<file path="src/rtl/knn_pkg.sv">
// knn_pkg: shared widths, FSM encoding and record sizing for the KNN box dispatcher
package knn_pkg;
  localparam int KNN_COORD_W = 10;
  localparam int KNN_CNT_W = 4;
  typedef enum logic [1:0] {S_IDLE, S_ISSUE, S_WAIT, S_RESULT} state_t;
  function automatic int box_rec_w(input int coord_w, input int tag_w);
    return 1 + tag_w + 4 * coord_w;
  endfunction
endpackage

</file>
<file path="src/rtl/knn_box_fifo.sv">
// knn_box_fifo: synchronous show-ahead FIFO holding normalised boxes with their tags
module knn_box_fifo #(
  parameter int DEPTH = 4,
  parameter int W = 45
) (
  input  logic         clk_en,
  input  logic         reset,
  input  logic         push,
  input  logic         pop,
  input  logic [W-1:0] din,
  output logic [W-1:0] dout,
  output logic         full,
  output logic         empty
);
  localparam int AW = $clog2(DEPTH);
  logic [W-1:0] mem [DEPTH];
  logic [AW-1:0] wp, rp;
  logic [AW:0] cnt;
  assign full = cnt == (AW+1)'(DEPTH);
  assign empty = cnt == '0;
  assign dout = mem[rp];
  always_ff @(posedge clk_en)
    if (push) mem[wp] <= din;
  always_ff @(posedge clk_en) begin
    if (reset) begin
      wp <= '0;
      rp <= '0;
      cnt <= '0;
    end else begin
      wp <= wp + AW'(push);
      rp <= rp + AW'(pop);
      cnt <= cnt + (AW+1)'(push) - (AW+1)'(pop);
    end
  end
endmodule

</file>
<file path="src/rtl/knn_box_dispatch.sv">
// knn_box_dispatch: queues boxes, issues them to knn_img and returns tagged results.
// Optional WAIT watchdog enabled by defining KNN_DISPATCH_TIMEOUT_EN.
module knn_box_dispatch
  import knn_pkg::*;
#(
  parameter int FIFO_DEPTH = 4,
  parameter int COORD_W = KNN_COORD_W,
  parameter int TAG_W = 4,
  parameter int TIMEOUT_CYC = 4096
) (
  input  logic                 clk_en,
  input  logic                 reset,
  input  logic                 dic_ready_i,
  input  logic                 box_valid_i,
  output logic                 box_ready_o,
  input  logic [COORD_W-1:0]   box_lu_x_i,
  input  logic [COORD_W-1:0]   box_lu_y_i,
  input  logic [COORD_W-1:0]   box_rd_x_i,
  input  logic [COORD_W-1:0]   box_rd_y_i,
  output logic [COORD_W-1:0]   postion_lu_x_o,
  output logic [COORD_W-1:0]   postion_lu_y_o,
  output logic [COORD_W-1:0]   postion_rd_x_o,
  output logic [COORD_W-1:0]   postion_rd_y_o,
  output logic                 knn_en_o,
  output logic                 dic_end_o,
  input  logic                 knn_fin_i,
  input  logic [KNN_CNT_W-1:0] cnt_w_i,
  input  logic [KNN_CNT_W-1:0] cnt_h_i,
  input  logic [COORD_W-1:0]   wid_center_i,
  input  logic [COORD_W-1:0]   hei_center_i,
  output logic                 res_valid_o,
  input  logic                 res_ready_i,
  output logic [KNN_CNT_W-1:0] res_cnt_w_o,
  output logic [KNN_CNT_W-1:0] res_cnt_h_o,
  output logic [COORD_W-1:0]   res_wid_center_o,
  output logic [COORD_W-1:0]   res_hei_center_o,
  output logic [TAG_W-1:0]     res_tag_o,
  output logic                 res_err_o,
  output logic                 busy_o
);
  localparam int RW = box_rec_w(COORD_W, TAG_W);
  state_t state, nxt;
  logic push, pop, full, empty, fin_q, fin_edge, tmo, issue, degen, h_degen;
  logic [TAG_W-1:0] tag_cnt, h_tag;
  logic [COORD_W-1:0] lu_x, lu_y, rd_x, rd_y;
  logic [COORD_W-1:0] h_lu_x, h_lu_y, h_rd_x, h_rd_y;
  logic [COORD_W-1:0] p_lu_x, p_lu_y, p_rd_x, p_rd_y;
  logic [RW-1:0] din, dout;
  // lu is the top edge, so it takes the larger y
  assign lu_x = box_lu_x_i < box_rd_x_i ? box_lu_x_i : box_rd_x_i;
  assign rd_x = box_lu_x_i < box_rd_x_i ? box_rd_x_i : box_lu_x_i;
  assign lu_y = box_lu_y_i > box_rd_y_i ? box_lu_y_i : box_rd_y_i;
  assign rd_y = box_lu_y_i > box_rd_y_i ? box_rd_y_i : box_lu_y_i;
  assign degen = box_lu_x_i == box_rd_x_i || box_lu_y_i == box_rd_y_i;
  assign din = {degen, tag_cnt, lu_x, lu_y, rd_x, rd_y};
  assign {h_degen, h_tag, h_lu_x, h_lu_y, h_rd_x, h_rd_y} = dout;
  assign issue = state == S_ISSUE;
  assign pop = issue;
  assign box_ready_o = ~reset & (~full | pop);
  assign push = box_valid_i & box_ready_o;
  assign knn_en_o = issue & ~h_degen;
  assign postion_lu_x_o = issue ? h_lu_x : p_lu_x;
  assign postion_lu_y_o = issue ? h_lu_y : p_lu_y;
  assign postion_rd_x_o = issue ? h_rd_x : p_rd_x;
  assign postion_rd_y_o = issue ? h_rd_y : p_rd_y;
  assign fin_edge = knn_fin_i & ~fin_q;
  assign res_valid_o = state == S_RESULT;
  assign busy_o = state != S_IDLE;
  knn_box_fifo #(.DEPTH(FIFO_DEPTH), .W(RW)) u_fifo (
    .clk_en(clk_en),
    .reset(reset),
    .push(push),
    .pop(pop),
    .din(din),
    .dout(dout),
    .full(full),
    .empty(empty)
  );
`ifdef KNN_DISPATCH_TIMEOUT_EN
  localparam int TW = $clog2(TIMEOUT_CYC);
  logic [TW-1:0] wcnt;
  assign tmo = state == S_WAIT && wcnt == TW'(TIMEOUT_CYC - 1);
  always_ff @(posedge clk_en)
    wcnt <= (reset || state != S_WAIT) ? '0 : wcnt + 1'b1;
`else
  assign tmo = 1'b0;
`endif
  always_comb begin
    nxt = state;
    unique case (state)
      S_IDLE:   nxt = (!empty && dic_end_o) ? S_ISSUE : S_IDLE;
      S_ISSUE:  nxt = h_degen ? S_RESULT : S_WAIT;
      S_WAIT:   nxt = (fin_edge || tmo) ? S_RESULT : S_WAIT;
      S_RESULT: nxt = res_ready_i ? S_IDLE : S_RESULT;
      default:  nxt = S_IDLE;
    endcase
  end
  always_ff @(posedge clk_en) begin
    if (reset) begin
      state <= S_IDLE;
      dic_end_o <= 1'b0;
      fin_q <= 1'b0;
      tag_cnt <= '0;
      {p_lu_x, p_lu_y, p_rd_x, p_rd_y} <= '0;
      {res_cnt_w_o, res_cnt_h_o, res_wid_center_o, res_hei_center_o} <= '0;
      res_tag_o <= '0;
      res_err_o <= 1'b0;
    end else begin
      state <= nxt;
      dic_end_o <= dic_ready_i;
      fin_q <= knn_fin_i;
      tag_cnt <= tag_cnt + TAG_W'(push);
      if (issue) begin
        {p_lu_x, p_lu_y, p_rd_x, p_rd_y} <= {h_lu_x, h_lu_y, h_rd_x, h_rd_y};
        {res_cnt_w_o, res_cnt_h_o, res_wid_center_o, res_hei_center_o} <= '0;
        res_tag_o <= h_tag;
        res_err_o <= h_degen;
      end
      // a fin edge wins over a watchdog expiry in the same cycle
      if (state == S_WAIT && fin_edge) begin
        {res_cnt_w_o, res_cnt_h_o} <= {cnt_w_i, cnt_h_i};
        {res_wid_center_o, res_hei_center_o} <= {wid_center_i, hei_center_i};
        res_err_o <= 1'b0;
      end else if (tmo) begin
        res_err_o <= 1'b1;
      end
    end
  end
endmodule

</file>
<file path="config.mk">
export PLATFORM = sky130hd
export DESIGN_NAME = knn_box_dispatch
export DESIGN_NICKNAME = d
export VERILOG_FILES = /design/src/rtl/knn_pkg.sv /design/src/rtl/knn_box_fifo.sv /design/src/rtl/knn_box_dispatch.sv
export SDC_FILE = /design/constraint.sdc
export NUM_CORES = 1
export LEC_CHECK = 0
export ABC_AREA = 1
export CAP_MARGIN = 25
export CELL_PAD_IN_SITES_DETAIL_PLACEMENT = 1
export CELL_PAD_IN_SITES_GLOBAL_PLACEMENT = 1
export CORE_MARGIN = 4
export CORE_UTILIZATION = 43
export DETAILED_ROUTE_END_ITERATION = 8
export HOLD_SLACK_MARGIN = 0.1
export PLACE_DENSITY = 0.84
export SLEW_MARGIN = 20
export SYNTH_ARGS = -nofsm -noshare
export SYNTH_HDL_FRONTEND = slang
export SYNTH_SLANG_ARGS = --single-unit
</file>
<file path="constraint.sdc">
create_clock -name clk_en -period 6 [get_ports clk_en]
set_clock_uncertainty 0.05 [all_clocks]
set_input_delay 1.5 -clock clk_en [delete_from_list [all_inputs] [get_ports clk_en]]
set_output_delay 1.5 -clock clk_en [all_outputs]
set_load 0.01 [all_outputs]
</file>
==> out/summary.log, run 1 <==
INFO  synth          yosys-top-cells-area=edfxtp_1 (47%), dfxtp_1 (15%), nand2_1 (7.6%)
INFO  worst_hold_path hold_depth=2
INFO  timing         setup_viol=0
INFO  worst_hold_path worstHoldPathType=flip-flop to flip-flop
INFO  route          router_iterations_before_antenna_repair=4
INFO  cts            clock_tree.buffer_depth=3
INFO  worst_setup_path worstPathRequired=4450ps
INFO  place          io_buffers=151
INFO  synth          ys_seq_elements=268
INFO  global_route   antenna_found_initial=0
INFO  worst_setup_path critPathMostFrequentCell=nand2_1
INFO  final_layout   finish.cell_count_without_fillers=1,636
INFO  synth          synthesis.instances=1,159
INFO  timing         worst_slew_margin_rel=0.339
INFO  route          route.detailed.vias_per_inst=5.43
INFO  worst_setup_path worst_setup_path_start_kind=flip-flop
INFO  cts            post_cts_hold_buffer_count=0
INFO  worst_setup_path critical-path-max-stage-delay=960ps
INFO  place          dp_cell_count=1,581
INFO  pwr            power.share.switching=0.328
INFO  global_route   grtUsageTotal=0.213
INFO  synth          ys.warnings.count=0
INFO  synth          ys_seq_area_frac=0.627
INFO  route          drt_iter0_drc=506
INFO  floorplan      fp.coreArea=0.0261mm^2
INFO  worst_setup_path setup_slack_reg_to_reg=2880ps
INFO  floorplan      num_io_pins=152
INFO  global_route   grt_first_pass_wirelength=49,800um
INFO  timing         max_freq=204MHz
INFO  global_route   overflow=0
INFO  synth          netlist.area_leader.share=0.473
INFO  pwr            p_comb_frac=0.308
INFO  global_route   first_global_vias=9,457
INFO  synth          synth-async-reset-ratio=0
INFO  timing         tightestPinTransition=992ps
INFO  route          drc=0
INFO  floorplan      die_height=171um
INFO  route          final_antenna_net_count=0
INFO  route          total_via_count_in_the_routed_design=8,878
INFO  synth          mappedNetlistArea=0.0114mm^2
INFO  synth          syn_nets=1,260
INFO  final_layout   layout-drive-gt1-share=0.0576
INFO  synth          synth-edff-count=180
INFO  pwr            netSwitchingPower=1.98mW
INFO  synth          syn_avg_cell_area=9.86um^2
INFO  cts            cts_num_sinks=268
INFO  route          total_routed_length=31,300um
INFO  floorplan      die_area=0.0292mm^2
INFO  final_layout   multi_input_gate_area=0.00364mm^2
INFO  cts            clk-insertion-delay-late=550ps
INFO  place          gp_congestion=0.868
INFO  pwr            p_leak=5.40nW
INFO  synth          dominantRegCellSynth=edfxtp_1
INFO  cts            clkSlewWorstSetupHoldPaths=60ps
INFO  timing         timing_hold_violations_final=0
INFO  timing         slew_violations=0
INFO  cts            cts_post_setup_buffers_inserted=0
INFO  final_layout   finish.net_count=1,379
INFO  worst_setup_path cp.arrival=3360ps
INFO  timing         totalNegativeSetupSlack=0ps
INFO  worst_setup_path critical_path.n_buffers_inverters=2
INFO  worst_setup_path timing_worst_setup_path_type=flip-flop to primary output
INFO  worst_setup_path critical_path.top_delay_family=buffers and inverters
INFO  pwr            cellInternalPower=4.06mW
INFO  global_route   grt_max_degree=92
INFO  worst_setup_path worst_path_maximum_fanout=47
INFO  final_layout   insertedDiodeCount=0
INFO  floorplan      rows=59
INFO  worst_setup_path total_number_of_cells_along_the_worst_setup_path=6
INFO  synth          synth_cell_type_count=30
INFO  pwr            worst_ir_drop_on_vdd=0.237mV
INFO  pwr            power_frac_seq=0.386
INFO  final_layout   area_growth_syn_to_layout=23.3%
INFO  timing         layout_worst_path_cycle_share=0.819
INFO  worst_setup_path slowest_stage=dfxtp_2
INFO  worst_setup_path setup.worst_path.end_class=primary output
INFO  pwr            power.share.clock=0.305
INFO  worst_setup_path worstRegToRegCells=13
INFO  cts            clock_tree_from_tritoncts=done
INFO  timing         grt_setup_unrepaired=no
INFO  cts            cts_buffers=29
INFO  final_layout   layout.area.seq=0.00717mm^2
INFO  timing         finalWorstSetupSlack=1090ps
INFO  worst_setup_path timing.critical_path.cells=buf_4 > o21ai_0 > o21ai_1 > nand2_1 > nand2_1 > clkdlybuf4s50_1
INFO  floorplan      die_w=171um
INFO  cts            cts_resized=0
INFO  pwr            power.density=429mW/mm^2
INFO  job            cap_viol_max_count=0
INFO  timing         finalWorstPathRequiredPeriod=4910ps
INFO  floorplan      initial_core_util=0.437
INFO  timing         finalHoldWorstSlack=425ps
INFO  place          placed_area=0.0131mm^2
INFO  final_layout   fillCellCount=2,866
INFO  place          preCtsSetupSlack=1290ps
INFO  place          detailedPlacementHpwl=19,600um
INFO  outcome        run_status=completed
INFO  route          wire_per_inst=19.1um
INFO  synth          synth_top_area_cell=edfxtp_1
INFO  cts            cts_root_buffer=clkbuf_16
INFO  cts            h_tree_depth=1
INFO  final_layout   layout.cell_area.non_filler=0.0141mm^2
[routing by layer]
metal | share of wire | vias to the layer above | track usage
li1 | - | 4214 | -
met3 | 0.050 | 61 | 0.0374
met1 | 0.40 | 4386 | 0.254
met5 | 0 | - | 0
met2 | 0.53 | 217 | 0.396
met4 | 0.022 | 0 | 0.0541
[registers in the layout, summed over array words and instances (netlist names), 4 cells and up]
name,count
u_fifo.mem,180
p_lu_x,10
p_lu_y,10
p_rd_x,10
p_rd_y,10
res_hei_center_o,10
res_wid_center_o,10
res_cnt_h_o,4
res_cnt_w_o,4
res_tag_o,4
tag_cnt,4
[cell families after synthesis]
logic type	synth area share
flops	0.627
xor+xnor	0.00383
simple gates	0.183
fa+ha+maj	0.0302
buf+inv	0.0563
compound gates	0.0993
[path summary, 6_finish.rpt]
| path | from | to |
|---|---|---|
| worst min-delay path | p_rd_x[7] | p_rd_x[7] |
| worst max register to register | state[0] | u_fifo.cnt[2] |
| worst max-delay path | u_fifo.rp[0] | postion_lu_y_o[8] |
| worst min register to register | p_rd_x[7] | p_rd_x[7] |
[stage by stage]
step,utilization,total power [mW]
after floorplan,-,3.48
after global placement,0.499,4.14
after detailed placement,0.499,4.23
after CTS,0.538,6.09
after global routing,0.539,6.41
final,0.539,6.04
[cell usage in the layout (no fill, tap or decap), types with 3 or more instances in the layout]
cell type / n
clkbuf_1: 6
buf_4: 14
ha_1: 26
dfxtp_1: 86
clkbuf_8: 7
clkinv_2: 3
nand3_1: 55
nand2_1: 230
o21ai_0: 49
clkdlybuf4s50_1: 150
inv_1: 52
nand4_1: 50
xnor2_1: 4
a21oi_1: 76
nor2_1: 161
edfxtp_1: 180
nor3_2: 4
o21ai_1: 91
clkbuf_16: 32
[worst min-delay path, stage by stage, from the launching register on]
cell and delay (ps):
dfxtp_1 290, nand2_1 70, a21oi_1 60
[power by group through the flow]
stage	sequential (mW)	combinational, mW	clock [mW]
after floorplan	2.31	1.17	0
after global routing	2.36	2.08	1.97
after CTS	2.34	1.88	1.87
after detailed placement	2.37	1.86	0
final	2.33	1.86	1.84
after global placement	2.36	1.78	0
[cells in the mapped netlist (all sizes together) (2+ instances only)]
cell type,number
nand4,50
clkbuf,13
buf,65
o21ai,140
ha,26
nand2,231
edfxtp,180
nand3,55
dfxtp,88
inv,55
a21oi,77
a21o,2
nor3,4
nor2,163
xnor2,4
[final cells by class]
class | instances | area share
flip-flops and latches | 268 | 0.509
multi-input cells | 758 | 0.258
repair buffers | 166 | 0.116
clock buffers | 45 | 0.0653
well taps | 335 | 0.0298
inverters | 55 | 0.0148
clock inverters | 9 | 0.00702
No activity file was read; power rests on OpenSTA's default activity.
==> run 2, diff against run 1 <==
- clock period: 6 -> 4.7 ns (I/O delays scaled with it)
==> out/summary.log, run 2 (same netlist as run 1, synthesis figures left out) <==
INFO  final_layout   insertedDiodeCount=0
INFO  job            cap_viol_max_count=0
INFO  worst_setup_path timing.critical_path.cells=buf_4 > nor2_1 > nor2_1 > o21ai_1 > o21ai_1 > nand2_1 > nand2_1 > clkdlybuf4s50_1
INFO  cts            clock_tree_from_tritoncts=done
INFO  cts            clock_tree.buffer_depth=3
INFO  final_layout   mostFrequentLayoutCells=nand2_1 (230), edfxtp_1 (180), nor2_1 (161)
INFO  timing         setup_viol=0
INFO  timing         slew_violations=0
INFO  final_layout   fillCellCount=2,855
INFO  cts            cts_buffers=28
INFO  pwr            p_comb_frac=0.322
INFO  pwr            power_frac_seq=0.383
INFO  timing         timing_hold_violations_final=0
INFO  cts            post_cts_hold_buffer_count=0
INFO  cts            cts_num_sinks=268
INFO  route          drt_iter0_drc=686
INFO  global_route   grt_first_pass_wirelength=49,300um
INFO  route          router_iterations_before_antenna_repair=4
INFO  place          dp_cell_count=1,586
INFO  place          detailedPlacementHpwl=19,300um
INFO  worst_setup_path worstPathRequired=3470ps
INFO  floorplan      die_height=171um
INFO  floorplan      rows=59
INFO  pwr            p_leak=5.37nW
INFO  route          total_routed_length=31,300um
INFO  cts            cts_resized=0
INFO  route          final_antenna_net_count=0
INFO  final_layout   area_growth_syn_to_layout=22.7%
INFO  pwr            cellInternalPower=5.06mW
INFO  worst_setup_path timing_worst_setup_path_type=flip-flop to primary output
INFO  floorplan      num_io_pins=152
INFO  worst_hold_path worstHoldPathType=flip-flop to flip-flop
INFO  final_layout   max_flop_register=u_fifo.mem
INFO  worst_setup_path critical-path-max-stage-delay=760ps
INFO  floorplan      fp.coreArea=0.0261mm^2
INFO  final_layout   finish.cell_count_without_fillers=1,637
INFO  timing         max_freq=236MHz
INFO  worst_setup_path cp.arrival=3010ps
INFO  pwr            totalPowerFinal=7.57mW
INFO  timing         grt_setup_unrepaired=no
INFO  worst_setup_path setup.worst_path.end_class=primary output
INFO  route          total_via_count_in_the_routed_design=8,840
INFO  cts            cts_post_setup_buffers_inserted=0
INFO  global_route   grtUsageTotal=0.209
INFO  route          drc=0
INFO  final_layout   finish.net_count=1,382
INFO  global_route   overflow=0
INFO  final_layout   largest_register_ff_count=180
INFO  timing         tightestPinTransition=1010ps
INFO  global_route   first_global_vias=9,360
INFO  global_route   grt_max_degree=92
INFO  worst_setup_path worst_setup_path_start_kind=flip-flop
INFO  pwr            power.share.clock=0.294
INFO  cts            clkSlewWorstSetupHoldPaths=60ps
INFO  cts            clk-insertion-delay-late=540ps
INFO  global_route   antenna_found_initial=0
INFO  pwr            power.density=540mW/mm^2
INFO  floorplan      die_area=0.0292mm^2
INFO  timing         finalWorstPathRequiredPeriod=4230ps
INFO  place          io_buffers=151
INFO  final_layout   post-route-util=0.536
INFO  pwr            power.share.switching=0.332
INFO  timing         totalNegativeSetupSlack=0ps
INFO  place          gp_congestion=0.823
INFO  final_layout   layout.cells.most_common=nand2_1
INFO  timing         layout_worst_path_cycle_share=0.900
INFO  cts            h_tree_depth=1
INFO  worst_setup_path slowest_stage=buf_4
INFO  cts            cts_root_buffer=clkbuf_16
INFO  floorplan      initial_core_util=0.437
INFO  worst_setup_path worst_path_maximum_fanout=91
INFO  route          route.detailed.vias_per_inst=5.40
INFO  pwr            worst_ir_drop_on_vdd=0.252mV
INFO  timing         worst_slew_margin_rel=0.325
INFO  final_layout   layout-drive-gt1-share=0.0576
INFO  route          wire_per_inst=19.1um
INFO  floorplan      die_w=171um
INFO  pwr            netSwitchingPower=2.51mW
INFO  outcome        run_status=completed
## run 2: through the flow
step | area, um^2 | hold WS (ps) | setup slack (ps)
floorplan | 11400 | 401 | -582
global placement | 13100 | 409 | 922
detailed placement | 13100 | 415 | 830
CTS | 14000 | 423 | 469
global route | 14000 | 438 | 272
finish | 14000 | 422 | 470
## run 2: worst paths after layout
kind | from | end | slack [ps] | depth (start not counted)
worst max-delay path | u_fifo.rp[0] | postion_lu_x_o[0] | 470 | 8
worst min-delay path | p_lu_x[4] | p_lu_x[4] | 420 | 2
worst max register to register | state[0] | u_fifo.cnt[2] | 1700 | 11
worst min register to register | p_lu_x[4] | p_lu_x[4] | 420 | 2
## run 2: power by group through the flow
stage          clock (mW)  combinational, mW  sequential (mW)
2_1_floorplan           0               1.49             2.95
3_3_place_gp            0               2.35             2.93
3_5_place_dp            0               2.44             2.95
4_1_cts              2.27               2.48             2.90
5_1_grt              2.37               2.72             2.92
6_report             2.23               2.44             2.90
## run 2: per-layer routing
metal / vias to the layer above / global-route usage / routed length [um]
li1: 4214 / - / -
met3: 45 / 0.0273 / 1350
met1: 4378 / 0.261 / 13200
met5: - / 0 / 0
met2: 203 / 0.383 / 16100
met4: 0 / 0.0527 / 607
## run 2: cell type report
type	count	area, um^2	share of cell area
tap	335	419	0.0299
clock inverter	7	90.1	0.00643
inverter	55	209	0.0149
clock buffer	44	842	0.0601
sequential	268	7170	0.511
timing repair buffer	170	1650	0.118
multi-input combinational	758	3640	0.260
## run 2: worst max-delay path: cells and delay by family (launching register included)
kind	cells	cell delay (ps)
AOI/OAI and AO/OA	2	230
DFF	1	360
and+or+nand+nor	4	540
buffers and inverters	2	1320
==> run 3, diff against run 2 <==
- PLACE_DENSITY: 0.84 -> not set
- PLACE_DENSITY_LB_ADDON: not set -> 0.1
- TNS_END_PERCENT: not set -> 100
==> out/summary.log, run 3 (same netlist as run 1, synthesis figures left out) <==
INFO  route          routed-wl-met3=1200um
INFO  cts            clock_tree.buffer_depth=3
INFO  timing         totalNegativeSetupSlack=0ps
INFO  cts            clock_tree_from_tritoncts=done
INFO  final_layout   layout.cells.most_common=nand2_1
INFO  worst_setup_path setup.worst_path.end_class=primary output
INFO  cts            cts_post_setup_buffers_inserted=0
INFO  worst_setup_path critical_path.n_buffers_inverters=2
INFO  route          router_iterations_before_antenna_repair=4
INFO  timing         finalWorstPathRequiredPeriod=4220ps
INFO  final_layout   insertedDiodeCount=0
INFO  pwr            cellInternalPower=5.16mW
INFO  worst_setup_path timing.critical_path.cells=buf_4 > nor2_1 > nor2_1 > o21ai_1 > o21ai_1 > nand2_1 > nand2_1 > clkdlybuf4s50_1
INFO  route          drc=0
INFO  route          wl_met2=14,700um
INFO  pwr            power_frac_seq=0.381
INFO  floorplan      num_io_pins=152
INFO  floorplan      die_area=0.0292mm^2
INFO  timing         max_freq=237MHz
INFO  worst_setup_path reg2reg_to=u_fifo.cnt[2]
INFO  floorplan      fp.coreArea=0.0261mm^2
INFO  route          wire_per_inst=18.0um
INFO  pwr            netSwitchingPower=2.46mW
INFO  cts            cts_num_sinks=268
INFO  place          detailedPlacementHpwl=18,300um
INFO  place          dp_cell_count=1,588
INFO  final_layout   max_flop_register=u_fifo.mem
INFO  global_route   overflow=0
INFO  route          highest_layer=met4
INFO  worst_setup_path worstPathRequired=3470ps
INFO  global_route   grt_first_pass_wirelength=47,700um
INFO  final_layout   area_growth_syn_to_layout=23.2%
INFO  pwr            power.share.switching=0.323
INFO  global_route   antenna_found_initial=0
INFO  pwr            power.density=541mW/mm^2
INFO  timing         worst_slew_margin_rel=0.338
INFO  floorplan      die_height=171um
INFO  global_route   first_global_vias=8,999
INFO  timing         setup_viol=0
INFO  global_route   grt_max_degree=92
INFO  timing         finalWorstSetupSlack=477ps
INFO  route          total_routed_length=29,600um
INFO  cts            clk-insertion-delay-late=530ps
INFO  pwr            p_leak=5.41nW
INFO  worst_setup_path critical_path.startpoint=u_fifo.rp[0]
INFO  worst_setup_path worstRegToRegCells=14
INFO  final_layout   finish.cell_count_without_fillers=1,641
INFO  timing         tightestPinTransition=993ps
INFO  cts            post_cts_hold_buffer_count=0
INFO  worst_setup_path critical-path-max-stage-delay=740ps
INFO  timing         slew_violations=0
INFO  route          total_via_count_in_the_routed_design=8,637
INFO  final_layout   finish.net_count=1,385
INFO  place          gp_congestion=0.821
INFO  route          drt_iter0_drc=481
INFO  cts            cts_buffers=29
INFO  route          wl_met1=13,200um
INFO  timing         timing_hold_violations_final=0
INFO  pwr            p_comb_frac=0.316
INFO  cts            clkSlewWorstSetupHoldPaths=60ps
INFO  outcome        run_status=completed
INFO  job            cap_viol_max_count=0
INFO  worst_setup_path slowest_stage=buf_4
INFO  place          io_buffers=151
INFO  cts            cts_root_buffer=clkbuf_16
INFO  cts            h_tree_depth=1
INFO  pwr            power.share.clock=0.303
INFO  worst_hold_path worstHoldPathType=flip-flop to flip-flop
INFO  worst_hold_path hold_depth=2
INFO  timing         grt_setup_unrepaired=no
INFO  place          preCtsSetupSlack=887ps
INFO  worst_setup_path setup_slack_reg_to_reg=1990ps
INFO  final_layout   post-route-util=0.539
INFO  route          final_antenna_net_count=0
INFO  worst_hold_path hold_crit_endpoint=p_rd_x[4]
INFO  global_route   grtUsageTotal=0.201
INFO  cts            cts_resized=0
INFO  worst_hold_path hold_path.startpoint=p_rd_x[4]
INFO  floorplan      die_w=171um
INFO  worst_setup_path worst_path_maximum_fanout=91
INFO  worst_setup_path critical_path.top_delay_family=buffers and inverters
INFO  final_layout   mostFrequentLayoutCells=nand2_1 (230), edfxtp_1 (180), nor2_1 (161)
INFO  worst_setup_path timing.rr.start=state[1]
INFO  final_layout   largest_register_ff_count=180
INFO  worst_setup_path worst_setup_path_start_kind=flip-flop
INFO  timing         layout_worst_path_cycle_share=0.898
INFO  route          route.detailed.vias_per_inst=5.26
INFO  floorplan      initial_core_util=0.437
INFO  floorplan      rows=59
INFO  pwr            worst_ir_drop_on_vdd=0.379mV
INFO  worst_setup_path timing_worst_setup_path_type=flip-flop to primary output
INFO  final_layout   layout-drive-gt1-share=0.0590
INFO  worst_setup_path cp.arrival=3000ps
run 3: cell types whose count changed in the layout (fill, tap and decap cells not counted), sizes merged:
cell / previous run / this run
clkinv: 3 / 10
clkinvlp: 2 / 0
clkbuf: 44 / 38
buf: 20 / 22
bufinv: 2 / 5
run 3: layout make-up:
cell class | instances | area (um^2)
Fill cell | 2930 | 12100
Tap cell | 335 | 419
Clock inverter | 15 | 195
Timing Repair Buffer | 172 | 1670
Sequential cell | 268 | 7170
Multi-Input combinational cell | 758 | 3640
Clock buffer | 38 | 779
Inverter | 55 | 209
run 3: worst reg2reg max path, stage by stage (launching register included):
cell	delay, ps
dfxtp_1	340
inv_2	40
nand2_2	60
buf_4	710
nand3_1	150
nand2_1	110
inv_1	50
nand2_1	190
inv_1	140
ha_1	220
inv_1	70
fa_1	180
xnor2_1	130
o21ai_0	100
a21oi_1	110
run 3: metrics by stage:
step / cell area (um^2) / power (mW) / hold WS [ps]
floorplan: 11400 / 4.44 / 401
global placement: 13100 / 5.32 / 409
detailed placement: 13100 / 5.39 / 418
CTS: 14100 / 7.73 / 427
global route: 14100 / 8.12 / 451
finish: 14100 / 7.62 / 424
run 3: worst max-delay path by stage:
stage	slack, ps	end	cells past startpoint
global route	250	postion_lu_y_o[7]	8
finish	480	postion_lu_y_o[7]	8
global placement	900	u_fifo.mem[2][25]	11
detailed placement	890	u_fifo.mem[2][25]	11
floorplan	-580	u_fifo.mem[0][0]	6
CTS	440	postion_lu_y_o[7]	8
run 3: layer usage:
metal | GRT usage | vias up
met2 | 0.354 | 169
met1 | 0.268 | 4201
met4 | 0.0400 | 0
li1 | - | 4232
met3 | 0.0298 | 35
met5 | 0 | -
run 3: power groups by stage:
stage               Combinational [mW]  Sequential [mW]  Clock (mW)
finish                            2.41             2.90        2.31
detailed placement                2.44             2.95           0
global route                      2.71             2.93        2.48
global placement                  2.38             2.94           0
floorplan                         1.49             2.95           0
CTS                               2.45             2.90        2.37
